## config.mk

```make
export PLATFORM = sky130hd
export DESIGN_NAME = usb_bitstuff_nrzi
export DESIGN_NICKNAME = d
export VERILOG_FILES = /design/src/rtl/usb_bitstuff_nrzi.sv
export SDC_FILE = /design/constraint.sdc
export NUM_CORES = 1
export LEC_CHECK = 0
export ABC_AREA = 1
export CORE_MARGIN = 4
export CORE_UTILIZATION = 53
export DETAILED_ROUTE_END_ITERATION = 10
export PLACE_DENSITY = 0.82
export SKIP_CTS_REPAIR_TIMING = 1
export SYNTH_ARGS = -nofsm -noshare
export SYNTH_HDL_FRONTEND = slang
export SYNTH_SLANG_ARGS = --single-unit
```

## constraint.sdc

```tcl
create_clock -name clk -period 4.2 [get_ports clk]
set_clock_uncertainty 0.2 [all_clocks]
set_input_delay 0.63 -clock clk [delete_from_list [all_inputs] [get_ports clk]]
set_output_delay 0.63 -clock clk [all_outputs]
set_load 0.01 [all_outputs]
```

## src/rtl/usb_bitstuff_nrzi.sv

```systemverilog
// USB full-speed transmit line encoder: bit stuffing, NRZI encoding and EOP generation.
// The upstream serializer shifts on the same edge that sees take high.
module usb_bitstuff_nrzi #(
  parameter int unsigned STUFF_LEN = 6,
  parameter int unsigned EOP_SE0   = 2
) (
  input  logic clk,
  input  logic rst,
  input  logic bit_en,
  input  logic start,
  input  logic s_in,
  input  logic last,
  output logic take,
  output logic dp,
  output logic dm,
  output logic oe,
  output logic busy,
  output logic done
);

  localparam int unsigned OnesW = $clog2(STUFF_LEN + 1);
  localparam int unsigned EopW  = $clog2(EOP_SE0 + 1);

  typedef enum logic [2:0] {StIdle, StSend, StStuff, StEops, StEopj} state_e;

  state_e           state_q, state_d;
  logic [OnesW-1:0] ones_q, ones_d, ones_inc;
  logic [EopW-1:0]  eop_q, eop_d;
  logic             last_seen_q, last_seen_d;
  logic             dp_q, dp_d, dm_q, dm_d, oe_q, oe_d, done_q, done_d;
  logic             consume;

  always_comb begin
    state_d     = state_q;
    ones_d      = ones_q;
    eop_d       = eop_q;
    last_seen_d = last_seen_q;
    dp_d        = dp_q;
    dm_d        = dm_q;
    oe_d        = oe_q;
    done_d      = 1'b0;
    consume     = 1'b0;
    ones_inc    = s_in ? ones_q + OnesW'(1) : '0;

    if (bit_en) begin
      unique case (state_q)
        StIdle: begin
          if (start) begin
            oe_d    = 1'b1;
            consume = 1'b1;
          end else begin
            dp_d   = 1'b1;
            dm_d   = 1'b0;
            oe_d   = 1'b0;
            ones_d = '0;
          end
        end
        StSend: consume = 1'b1;
        StStuff: begin
          dp_d    = ~dp_q;
          dm_d    = ~dm_q;
          ones_d  = '0;
          state_d = last_seen_q ? StEops : StSend;
        end
        StEops: begin
          dp_d = 1'b0;
          dm_d = 1'b0;
          if (eop_q == EopW'(EOP_SE0 - 1)) begin
            eop_d   = '0;
            state_d = StEopj;
          end else begin
            eop_d = eop_q + EopW'(1);
          end
        end
        StEopj: begin
          // eop_q marks whether the J bit time has already been launched
          if (eop_q == '0) begin
            dp_d  = 1'b1;
            dm_d  = 1'b0;
            eop_d = EopW'(1);
          end else begin
            oe_d    = 1'b0;
            done_d  = 1'b1;
            eop_d   = '0;
            ones_d  = '0;
            state_d = StIdle;
          end
        end
        default: state_d = StIdle;
      endcase
    end

    if (consume) begin
      ones_d = ones_inc;
      if (!s_in) begin
        dp_d = ~dp_q;
        dm_d = ~dm_q;
      end
      if (ones_inc == OnesW'(STUFF_LEN)) begin
        state_d     = StStuff;
        last_seen_d = last;
      end else if (last) begin
        state_d = StEops;
      end else begin
        state_d = StSend;
      end
    end
  end

  always_ff @(posedge clk) begin
    if (rst) begin
      state_q     <= StIdle;
      ones_q      <= '0;
      eop_q       <= '0;
      last_seen_q <= 1'b0;
      dp_q        <= 1'b1;
      dm_q        <= 1'b0;
      oe_q        <= 1'b0;
      done_q      <= 1'b0;
    end else begin
      state_q     <= state_d;
      ones_q      <= ones_d;
      eop_q       <= eop_d;
      last_seen_q <= last_seen_d;
      dp_q        <= dp_d;
      dm_q        <= dm_d;
      oe_q        <= oe_d;
      done_q      <= done_d;
    end
  end

  assign take = bit_en & ~rst & (((state_q == StIdle) & start) | (state_q == StSend));
  assign busy = (state_q != StIdle);
  assign dp   = dp_q;
  assign dm   = dm_q;
  assign oe   = oe_q;
  assign done = done_q;

endmodule

```

# Word-level counts from Yosys, hierarchy flattened
# Index checks and enable logic that the tools add are counted.
# op_classes
add_sub_neg,2
reduce_logical,14
bitwise,9
muxes,34
n_eq_ne,11
# op_table
operator,n
$mux W3,8
$mux W1,15
$pmux W3 S4,1
$ne A3 B3 Y1 const B,3
$pmux W3 S3,1
$mux W2,4
$pmux W1 S4,2
$reduce_and A4 Y1,2
$eq A3 B2 Y1 const B,2
$eq A3 B3 Y1 const B,2
$reduce_bool A2 Y1,3
$not A1 Y1,5
$pmux W1 S2,2
$pmux W2 S2,1
$reduce_and A2 Y1,2
$reduce_bool A4 Y1,1
$add A3 B1 Y3 const B,1
$and A1 B1 Y1,3
$eq A3 B1 Y1 const B,1
$logic_not A3 Y1,1
$reduce_and A3 Y1,1
$reduce_bool A3 Y1,1
$reduce_or A3 Y1,1
$add A2 B1 Y2 const B,1
other kinds (6),6
# word_totals
elab_cells,78
ff_bits,13
output_inout_bits,6

# Depth between registers and ports, before layout
# Gate-level depths: netlist of the first run.
# depth
ltp_word,6
ltp_mapped,10
depth_no_buf,10

# Worst setup path after synthesis of the first run
# No wires, ideal clock.
# synth_timing
path_type,in2out
start,in start
end,out take
stages,4
t_arrival_ns,1.042
path_buffers,0
slack_ns,2.328
path_cell_list,nand3_2 > nand2_4 > nand2_4 > nor2_4
# synth_between
elab_chain_len,3
# synth_lines
item,line,text
from (decl),10,"input logic start,"
$and A1 B1 Y1,132,assign take = bit_en & ~rst & (((state_q == StIdle) & start) | (state_q == StSend));
$or A1 B1 Y1,132,
$and A1 B1 Y1,132,
to (decl),13,"output logic take,"
# Every way passes these cells.

# Final worst setup path of the first run
# Same ends and word-level chain as after synthesis.

==> load_flow_metrics.sql, run 1 <==
INSERT INTO impl_metrics (metric_group, metric, value, unit) VALUES
('run_status', 'status', 'completed', ''),
('critical_path', 'timing.critical_path.buf_inv', '2', ''),
('power', 'ir_worst_vdd', '0.213', 'mV'),
('critical_path', 'critical_path.reg2reg.endpoint', 'last_seen_q', ''),
('sta', 'clock.fmax', '332', 'MHz'),
('floorplanning', 'core-area', '0.00152', 'mm2'),
('sta', 'timing.final.ws_setup', '1.18', 'ns'),
('synth', 'postSynthNetCount', '137', ''),
('critical_path', 'timing.critical_path.slowest_stage_cell', 'sky130_fd_sc_hd__clkdlybuf4s50_1', ''),
('global_routing', 'first_global_vias', '692', ''),
('power', 'total_power', '363', 'uW'),
('clock_network', 'insertion_delay', '0.28', 'ns'),
('synth', 'cells_after_synthesis', '130', ''),
('synth', 'ys_seq_elements', '13', ''),
('clock_network', 'cts-buffers-inserted', '3', ''),
('clock_network', 'tritoncts', 'yes', ''),
('routing', 'firstDrtPassIters', '5', ''),
('global_routing', 'grt.total_usage', '17.6', '%'),
('critical_path', 'worstRegToRegCells', '7', ''),
('synth', 'yosys.cell_types.count', '24', ''),
('clock_network', 'cts_sinks', '13', ''),
('critical_path', 'rrSetupSlack', '2.64', 'ns'),
('critical_path', 'critical_path.cell_chain', 'clkdlybuf4s50_1 -> nand3_2 -> nand2_4 -> nand2_4 -> nor2_4 -> clkdlybuf4s50_1', ''),
('critical_path', 'timing.critical_path.to', 'take', ''),
('sta', 'drv_slew', '0', ''),
('routing', 'route.detailed.wl_per_inst', '11.3', 'um'),
('floorplanning', 'fp.dieArea', '0.00232', 'mm2'),
('sta', 'maxSlewHeadroom', '73.8', '%'),
('placed_design', 'dp.final_hpwl', '1430', 'um'),
('routing', 'dr.first_iter.drc_count', '18', ''),
('global_routing', 'grt_antenna_before_repair', '0', ''),
('sta', 'setup_tns', '0', 'ns'),
('placed_design', 'dp_cells', '156', ''),
('synth', 'synthesis.yosys.warnings', '0', ''),
('critical_path', 'worst_reg2reg_path_startpoint', 'ones_q[0]', ''),
('critical_path', 'worstPathArrival', '2.19', 'ns'),
('critical_path', 'slowest_delay', '0.55', 'ns'),
('clock_network', 'htree_levels', '1', ''),
('routing', 'route.vias.total', '839', ''),
('synth', 'synth.yosys.seq_area_share', '30.4', '%'),
('global_routing', 'first_pass_grt_wire_length', '2900', 'um'),
('critical_path', 'path_max_fanout', '5', ''),
('sta', 'period_minus_slack', '3.02', 'ns'),
('synth', 'syn-cell-area', '856', 'um2'),
('routing', 'routed_wl', '1810', 'um'),
('power', 'cellLeakagePower', '0.000484', 'uW'),
('final_layout', 'num-nets-final', '152', ''),
('clock_network', 'clk_path_buf_depth', '2', ''),
('power', 'power.density', '363', 'mW/mm2'),
('critical_path', 'critical_path.top_delay_family', 'buffers and inverters', ''),
('global_routing', 'grt_start_max_net_pins', '10', ''),
('routing', 'post-route-drc-count', '0', ''),
('sta', 'number_of_failing_setup_endpoints_in_the_final_timing_report', '0', ''),
('placed_design', 'place.port_buffers', '11', ''),
('sta', 'timing_worst_slew_pin_value', '0.392', 'ns'),
('critical_path', 'critical_path.startpoint_type', 'input pin', ''),
('critical_path', 'crit_cells', '6', ''),
('sta', 'final-hold-violation-count', '0', ''),
('min_path', 'min_path_type', 'register to register', ''),
('floorplanning', 'placementRows', '14', ''),
('final_layout', 'final_cell_count_no_fill', '160', ''),
('clock_network', 'cts-root-buf', 'sky130_fd_sc_hd__clkbuf_4', ''),
('sta', 'rsz0062_at_grt', 'false', ''),
('clock_network', 'cts.reportedPaths.clkPinSlew', '0.07', 'ns'),
('final_layout', 'finalCoreUtilization', '65.7', '%'),
('final_layout', 'n_antenna_cell', '0', ''),
('job', 'maxCapViolations', '0', ''),
('final_layout', 'area_growth', '17.0', '%'),
('global_routing', 'gr-total-overflow', '0', ''),
('routing', 'detail_route.vias_per_cell', '5.24', ''),
('sta', 'layout_worst_path_cycle_share', '71.8', '%'),
('final_layout', 'post_route_cells_drive_above_1_share', '15.3', '%'),
('floorplanning', 'start_util', '56.2', '%'),
('critical_path', 'worstSetupStartpoint', 'start', ''),
('critical_path', 'end_kind', 'output pin', ''),
('floorplanning', 'fp.dieH', '48.2', 'um'),
('placed_design', 'globalplace.congestion', '0.873', ''),
('critical_path', 'setup.worst_path.class', 'input pin to output pin', ''),
('floorplanning', 'dieWidth', '48.2', 'um'),
('floorplanning', 'pin_count', '12', ''),
('routing', 'detail-route-antenna-nets', '0', ''),
('placed_design', 'dpl_worst_slack', '1.19', 'ns'),
('critical_path', 'worst_path_required_time', '3.37', 'ns'),
('synth', 'synthesis.area_per_instance', '6.58', 'um2');
-- registers in the layout, indices dropped and copies added, names as in the netlist --
name and flops:
dm 1, done 1, dp 1, eop_q 2
last_seen_q 1, oe 1, ones_q 3, state_q 3
-- worst min-delay path by stage --
stage | from | slack [ns] | end | cells past startpoint
CTS | oe | 0.29 | oe | 2
floorplan | last_seen_q | 0.24 | last_seen_q | 2
detailed placement | oe | 0.27 | oe | 2
finish | oe | 0.28 | oe | 2
global placement | dp | 0.26 | dp | 3
global route | oe | 0.31 | oe | 2
-- tightest hold or removal path, cell delays in order, from the launching register on --
cell	delay (ns)
sky130_fd_sc_hd__dfxtp_1	0.31
sky130_fd_sc_hd__nor2_1	0.09
sky130_fd_sc_hd__nor2_1	0.05
-- per-layer routing --
metal | global-route usage [%] | share of wire, % | vias to the layer above
met5 | 0 | 0 | -
met4 | 3.76 | 1.0 | 0
met3 | 7.01 | 5.5 | 4
met2 | 27.6 | 47 | 23
met1 | 22.6 | 47 | 366
li1 | - | - | 446
-- cells in the final DEF, fill, tap and decap left out --
cell type / netlist / routed
sky130_fd_sc_hd__a21oi_1: 4 / 4
sky130_fd_sc_hd__a21oi_2: 2 / 2
sky130_fd_sc_hd__and2_1: 1 / 1
sky130_fd_sc_hd__clkbuf_1: 0 / 1
sky130_fd_sc_hd__clkbuf_4: 0 / 3
sky130_fd_sc_hd__clkdlybuf4s50_1: 0 / 11
sky130_fd_sc_hd__clkinv_1: 1 / 1
sky130_fd_sc_hd__dfxtp_1: 13 / 13
sky130_fd_sc_hd__ha_1: 1 / 1
sky130_fd_sc_hd__inv_1: 13 / 13
sky130_fd_sc_hd__inv_2: 3 / 3
sky130_fd_sc_hd__nand2_1: 39 / 39
sky130_fd_sc_hd__nand2_2: 1 / 1
sky130_fd_sc_hd__nand2_4: 2 / 2
sky130_fd_sc_hd__nand3_1: 11 / 11
sky130_fd_sc_hd__nand3_2: 4 / 4
sky130_fd_sc_hd__nand3b_1: 2 / 2
sky130_fd_sc_hd__nand4_1: 1 / 1
sky130_fd_sc_hd__nand4_2: 2 / 2
sky130_fd_sc_hd__nor2_1: 17 / 17
sky130_fd_sc_hd__nor2_2: 2 / 2
sky130_fd_sc_hd__nor2_4: 2 / 2
sky130_fd_sc_hd__nor3_1: 3 / 3
sky130_fd_sc_hd__o21a_1: 1 / 1
sky130_fd_sc_hd__o21ai_0: 3 / 3
sky130_fd_sc_hd__o21bai_2: 1 / 1
-- cell usage after synthesis --
cell                       instances  area share (%)
sky130_fd_sc_hd__nor2_4            2             2.6
sky130_fd_sc_hd__o21a_1            1            0.88
sky130_fd_sc_hd__nand4_1           1            0.73
sky130_fd_sc_hd__dfxtp_1          13              30
sky130_fd_sc_hd__nand2_4           2             2.6
sky130_fd_sc_hd__buf_6             1             1.3
sky130_fd_sc_hd__a21oi_2           2             2.0
sky130_fd_sc_hd__a21oi_1           4             2.3
sky130_fd_sc_hd__clkinv_1          1            0.44
sky130_fd_sc_hd__nor3_1            3             1.8
sky130_fd_sc_hd__nand3_2           4             4.7
sky130_fd_sc_hd__ha_1              1             1.5
sky130_fd_sc_hd__inv_1            13             5.7
sky130_fd_sc_hd__nand3_1          11             6.4
sky130_fd_sc_hd__nor2_2            2             1.5
sky130_fd_sc_hd__nand2_2           1            0.73
sky130_fd_sc_hd__nand3b_1          2             1.8
sky130_fd_sc_hd__nand2_1          39              17
sky130_fd_sc_hd__nor2_1           17             7.5
sky130_fd_sc_hd__and2_1            1            0.73
sky130_fd_sc_hd__o21bai_2          1             1.3
sky130_fd_sc_hd__nand4_2           2             2.9
sky130_fd_sc_hd__inv_2             3             1.3
sky130_fd_sc_hd__o21ai_0           3             1.8
-- power by group --
part / switching (uW) / total (uW) / internal (uW)
Clock: 41.0 / 77.9 / 36.9
Sequential: 14.4 / 150 / 135
Combinational: 78.8 / 136 / 56.9
-- area by class of cell --
class	count	area, um2
clock buffer	4	26.3
fill	132	523
inverter	17	63.8
multi-input combinational	99	520
sequential	13	260
tap	16	20.0
timing repair buffer	11	110
-- logic make-up (layout without fill, tap and decap cells) --
| family | count (synthesis) | in the layout | share of synthesized area (%) |
|---|---|---|---|
| buf+inv | 18 | 32 | 8.77 |
| flops | 13 | 13 | 30.4 |
| fa+ha+maj | 1 | 1 | 1.46 |
| simple gates | 87 | 87 | 51.0 |
| compound gates | 11 | 11 | 8.33 |
-- metrics by stage --
step / cell area [um2] / hold slack [ns]
after floorplan: 856 / 0.244
after global placement: 975 / 0.261
after detailed placement: 975 / 0.273
after CTS: 1000 / 0.287
after global routing: 1000 / 0.309
final: 1000 / 0.284
Note: power is estimated with default switching activity, not from simulation.
==> inputs of run 2 (changes only) <==
--- a/config.mk
+++ b/config.mk
@@ -7,9 +7,9 @@
 export LEC_CHECK = 0
 export ABC_AREA = 1
 export CORE_MARGIN = 4
-export CORE_UTILIZATION = 53
+export CORE_UTILIZATION = 52
 export DETAILED_ROUTE_END_ITERATION = 10
-export PLACE_DENSITY = 0.82
+export PLACE_DENSITY = 0.81
 export SKIP_CTS_REPAIR_TIMING = 1
 export SYNTH_ARGS = -nofsm -noshare
 export SYNTH_HDL_FRONTEND = slang
==> constraint.sdc (replaced) <==
create_clock -name clk -period 3.1 [get_ports clk]
set_clock_uncertainty 0.2 [all_clocks]
set_input_delay 0.465 -clock clk [delete_from_list [all_inputs] [get_ports clk]]
set_output_delay 0.465 -clock clk [all_outputs]
set_load 0.01 [all_outputs]
==> load_flow_metrics.sql, run 2 (synthesis results as in run 1) <==
INSERT INTO impl_metrics (metric_group, metric, value, unit) VALUES
('floorplanning', 'start_util', '56.2', '%'),
('power', 'share_clk_of_total_power', '21.3', '%'),
('critical_path', 'slowest_delay', '0.55', 'ns'),
('critical_path', 'worstRegToRegCells', '7', ''),
('global_routing', 'first_pass_grt_wire_length', '3050', 'um'),
('final_layout', 'num-nets-final', '153', ''),
('power', 'comb_pwr_share', '37.4', '%'),
('floorplanning', 'core-area', '0.00152', 'mm2'),
('placed_design', 'globalplace.congestion', '0.877', ''),
('power', 'seq_power_share', '41.2', '%'),
('placed_design', 'dp.final_hpwl', '1390', 'um'),
('clock_network', 'cts-root-buf', 'sky130_fd_sc_hd__clkbuf_4', ''),
('critical_path', 'critical_path.cell_chain', 'clkdlybuf4s50_1 -> nand3_2 -> nand2_4 -> nand2_4 -> nor2_4 -> clkdlybuf4s50_1', ''),
('critical_path', 'critical_path.startpoint_type', 'input pin', ''),
('global_routing', 'grt_antenna_before_repair', '0', ''),
('critical_path', 'timing.critical_path.buf_inv', '2', ''),
('sta', 'period_minus_slack', '2.65', 'ns'),
('final_layout', 'biggestRegsByFlops', 'ones_q x3, state_q x3, eop_q x2', ''),
('routing', 'route.detailed.wl_per_inst', '11.0', 'um'),
('sta', 'number_of_failing_setup_endpoints_in_the_final_timing_report', '0', ''),
('global_routing', 'grt_start_max_net_pins', '10', ''),
('power', 'switching_power', '180', 'uW'),
('final_layout', 'area_growth', '17.8', '%'),
('floorplanning', 'fp.dieArea', '0.00236', 'mm2'),
('placed_design', 'place.port_buffers', '11', ''),
('critical_path', 'worstSetupStartpoint', 'start', ''),
('final_layout', 'post_route_cells_drive_above_1_share', '15.9', '%'),
('critical_path', 'path_max_fanout', '5', ''),
('power', 'ir_worst_vdd', '0.269', 'mV'),
('power', 'total_power', '492', 'uW'),
('run_status', 'status', 'completed', ''),
('floorplanning', 'dieWidth', '48.6', 'um'),
('min_path', 'timing.hold.worst_path_depth', '2', ''),
('critical_path', 'setup.worst_path.class', 'input pin to output pin', ''),
('floorplanning', 'pin_count', '12', ''),
('critical_path', 'worst_path_required_time', '2.43', 'ns'),
('sta', 'maxSlewHeadroom', '80.0', '%'),
('sta', 'setup_tns', '0', 'ns'),
('routing', 'detail_route.vias_per_cell', '5.23', ''),
('final_layout', 'final_common_cell', 'sky130_fd_sc_hd__nand2_1', ''),
('final_layout', 'layout.cells.most_common_list', 'sky130_fd_sc_hd__nand2_1, sky130_fd_sc_hd__nor2_1, sky130_fd_sc_hd__inv_1, sky130_fd_sc_hd__dfxtp_1', ''),
('sta', 'layout_worst_path_cycle_share', '85.6', '%'),
('power', 'fraction_of_power_spent_switching_nets', '36.7', '%'),
('critical_path', 'end_kind', 'output pin', ''),
('global_routing', 'grt.total_usage', '15.5', '%'),
('clock_network', 'clk_path_buf_depth', '2', ''),
('power', 'power.density', '487', 'mW/mm2'),
('critical_path', 'critical_path.top_delay_family', 'buffers and inverters', ''),
('sta', 'clock.fmax', '377', 'MHz'),
('routing', 'dr.first_iter.drc_count', '17', ''),
('sta', 'rsz0062_at_grt', 'false', ''),
('job', 'maxCapViolations', '0', ''),
('clock_network', 'insertion_delay', '0.27', 'ns'),
('critical_path', 'crit_cells', '6', ''),
('global_routing', 'first_global_vias', '723', ''),
('min_path', 'hold_path.startpoint', 'last_seen_q', ''),
('clock_network', 'tritoncts', 'yes', ''),
('sta', 'timing_worst_slew_pin_value', '0.298', 'ns'),
('critical_path', 'timing.critical_path.slowest_stage_cell', 'sky130_fd_sc_hd__clkdlybuf4s50_1', ''),
('sta', 'drv_slew', '0', ''),
('routing', 'post-route-drc-count', '0', ''),
('routing', 'route.vias.total', '842', ''),
('clock_network', 'htree_levels', '1', ''),
('sta', 'final-hold-violation-count', '0', ''),
('global_routing', 'gr-total-overflow', '0', ''),
('power', 'cellLeakagePower', '0.000489', 'uW'),
('clock_network', 'cts_sinks', '13', ''),
('routing', 'firstDrtPassIters', '4', ''),
('floorplanning', 'fp.dieH', '48.6', 'um'),
('routing', 'detail-route-antenna-nets', '0', ''),
('floorplanning', 'placementRows', '14', ''),
('min_path', 'min_path_type', 'register to register', ''),
('power', 'cellInternalPower', '311', 'uW'),
('clock_network', 'cts-buffers-inserted', '3', ''),
('critical_path', 'worstPathArrival', '1.99', 'ns'),
('critical_path', 'worst_reg2reg_path_startpoint', 'ones_q[0]', ''),
('routing', 'routed_wl', '1770', 'um'),
('final_layout', 'n_antenna_cell', '0', ''),
('clock_network', 'cts.reportedPaths.clkPinSlew', '0.08', 'ns');
-- run 2: cell count changes in the layout (fill, tap and decap cells not counted) --
cell | previous run | this run
sky130_fd_sc_hd__buf_4 | 0 | 1
-- run 2: layout make-up --
type | count | area [um2]
timing repair buffer | 12 | 118
sequential | 13 | 260
fill | 150 | 515
inverter | 17 | 63.8
clock buffer | 4 | 26.3
tap | 16 | 20.0
multi-input combinational | 99 | 520
-- run 2: path summary, 6_finish.rpt --
check | to | slack [ns]
setup / recovery | take | 0.45
hold / removal | last_seen_q | 0.28
setup reg to reg | last_seen_q | 1.54
hold reg to reg | last_seen_q | 0.28
-- run 2: worst reg2reg max path: stages (launching register included) --
cell and delay (ns):
sky130_fd_sc_hd__dfxtp_1 0.34, sky130_fd_sc_hd__ha_1 0.23, sky130_fd_sc_hd__nand2_1 0.09, sky130_fd_sc_hd__nand2_1 0.05, sky130_fd_sc_hd__nor2_1 0.16, sky130_fd_sc_hd__nand2_1 0.11, sky130_fd_sc_hd__o21ai_0 0.17, sky130_fd_sc_hd__a21oi_1 0.08
-- run 2: through the flow --
step	util, %	hold WS [ns]	instance area, um2	instances	setup slack, ns
floorplan	-	0.244	856	130	1.49
global placement	64.4	0.266	982	157	0.477
detailed placement	64.4	0.268	982	157	0.453
CTS	66.2	0.285	1010	161	0.446
global route	66.2	0.314	1010	161	0.363
finish	66.2	0.281	1010	161	0.447
-- run 2: power groups by stage --
stage | logic [uW] | registers [uW] | clock network (uW)
floorplan | 131 | 205 | 0
global placement | 182 | 206 | 0
detailed placement | 184 | 207 | 0
CTS | 185 | 203 | 108
global route | 205 | 205 | 118
finish | 184 | 203 | 105
-- run 2: layer usage --
| layer | track usage [%] | up-vias | part of all wire, % |
|---|---|---|---|
| li1 | - | 445 | - |
| met1 | 21.7 | 377 | 50 |
| met2 | 23.5 | 18 | 44 |
| met3 | 2.76 | 2 | 4.9 |
| met4 | 5.83 | 0 | 0.79 |
| met5 | 0 | - | 0 |
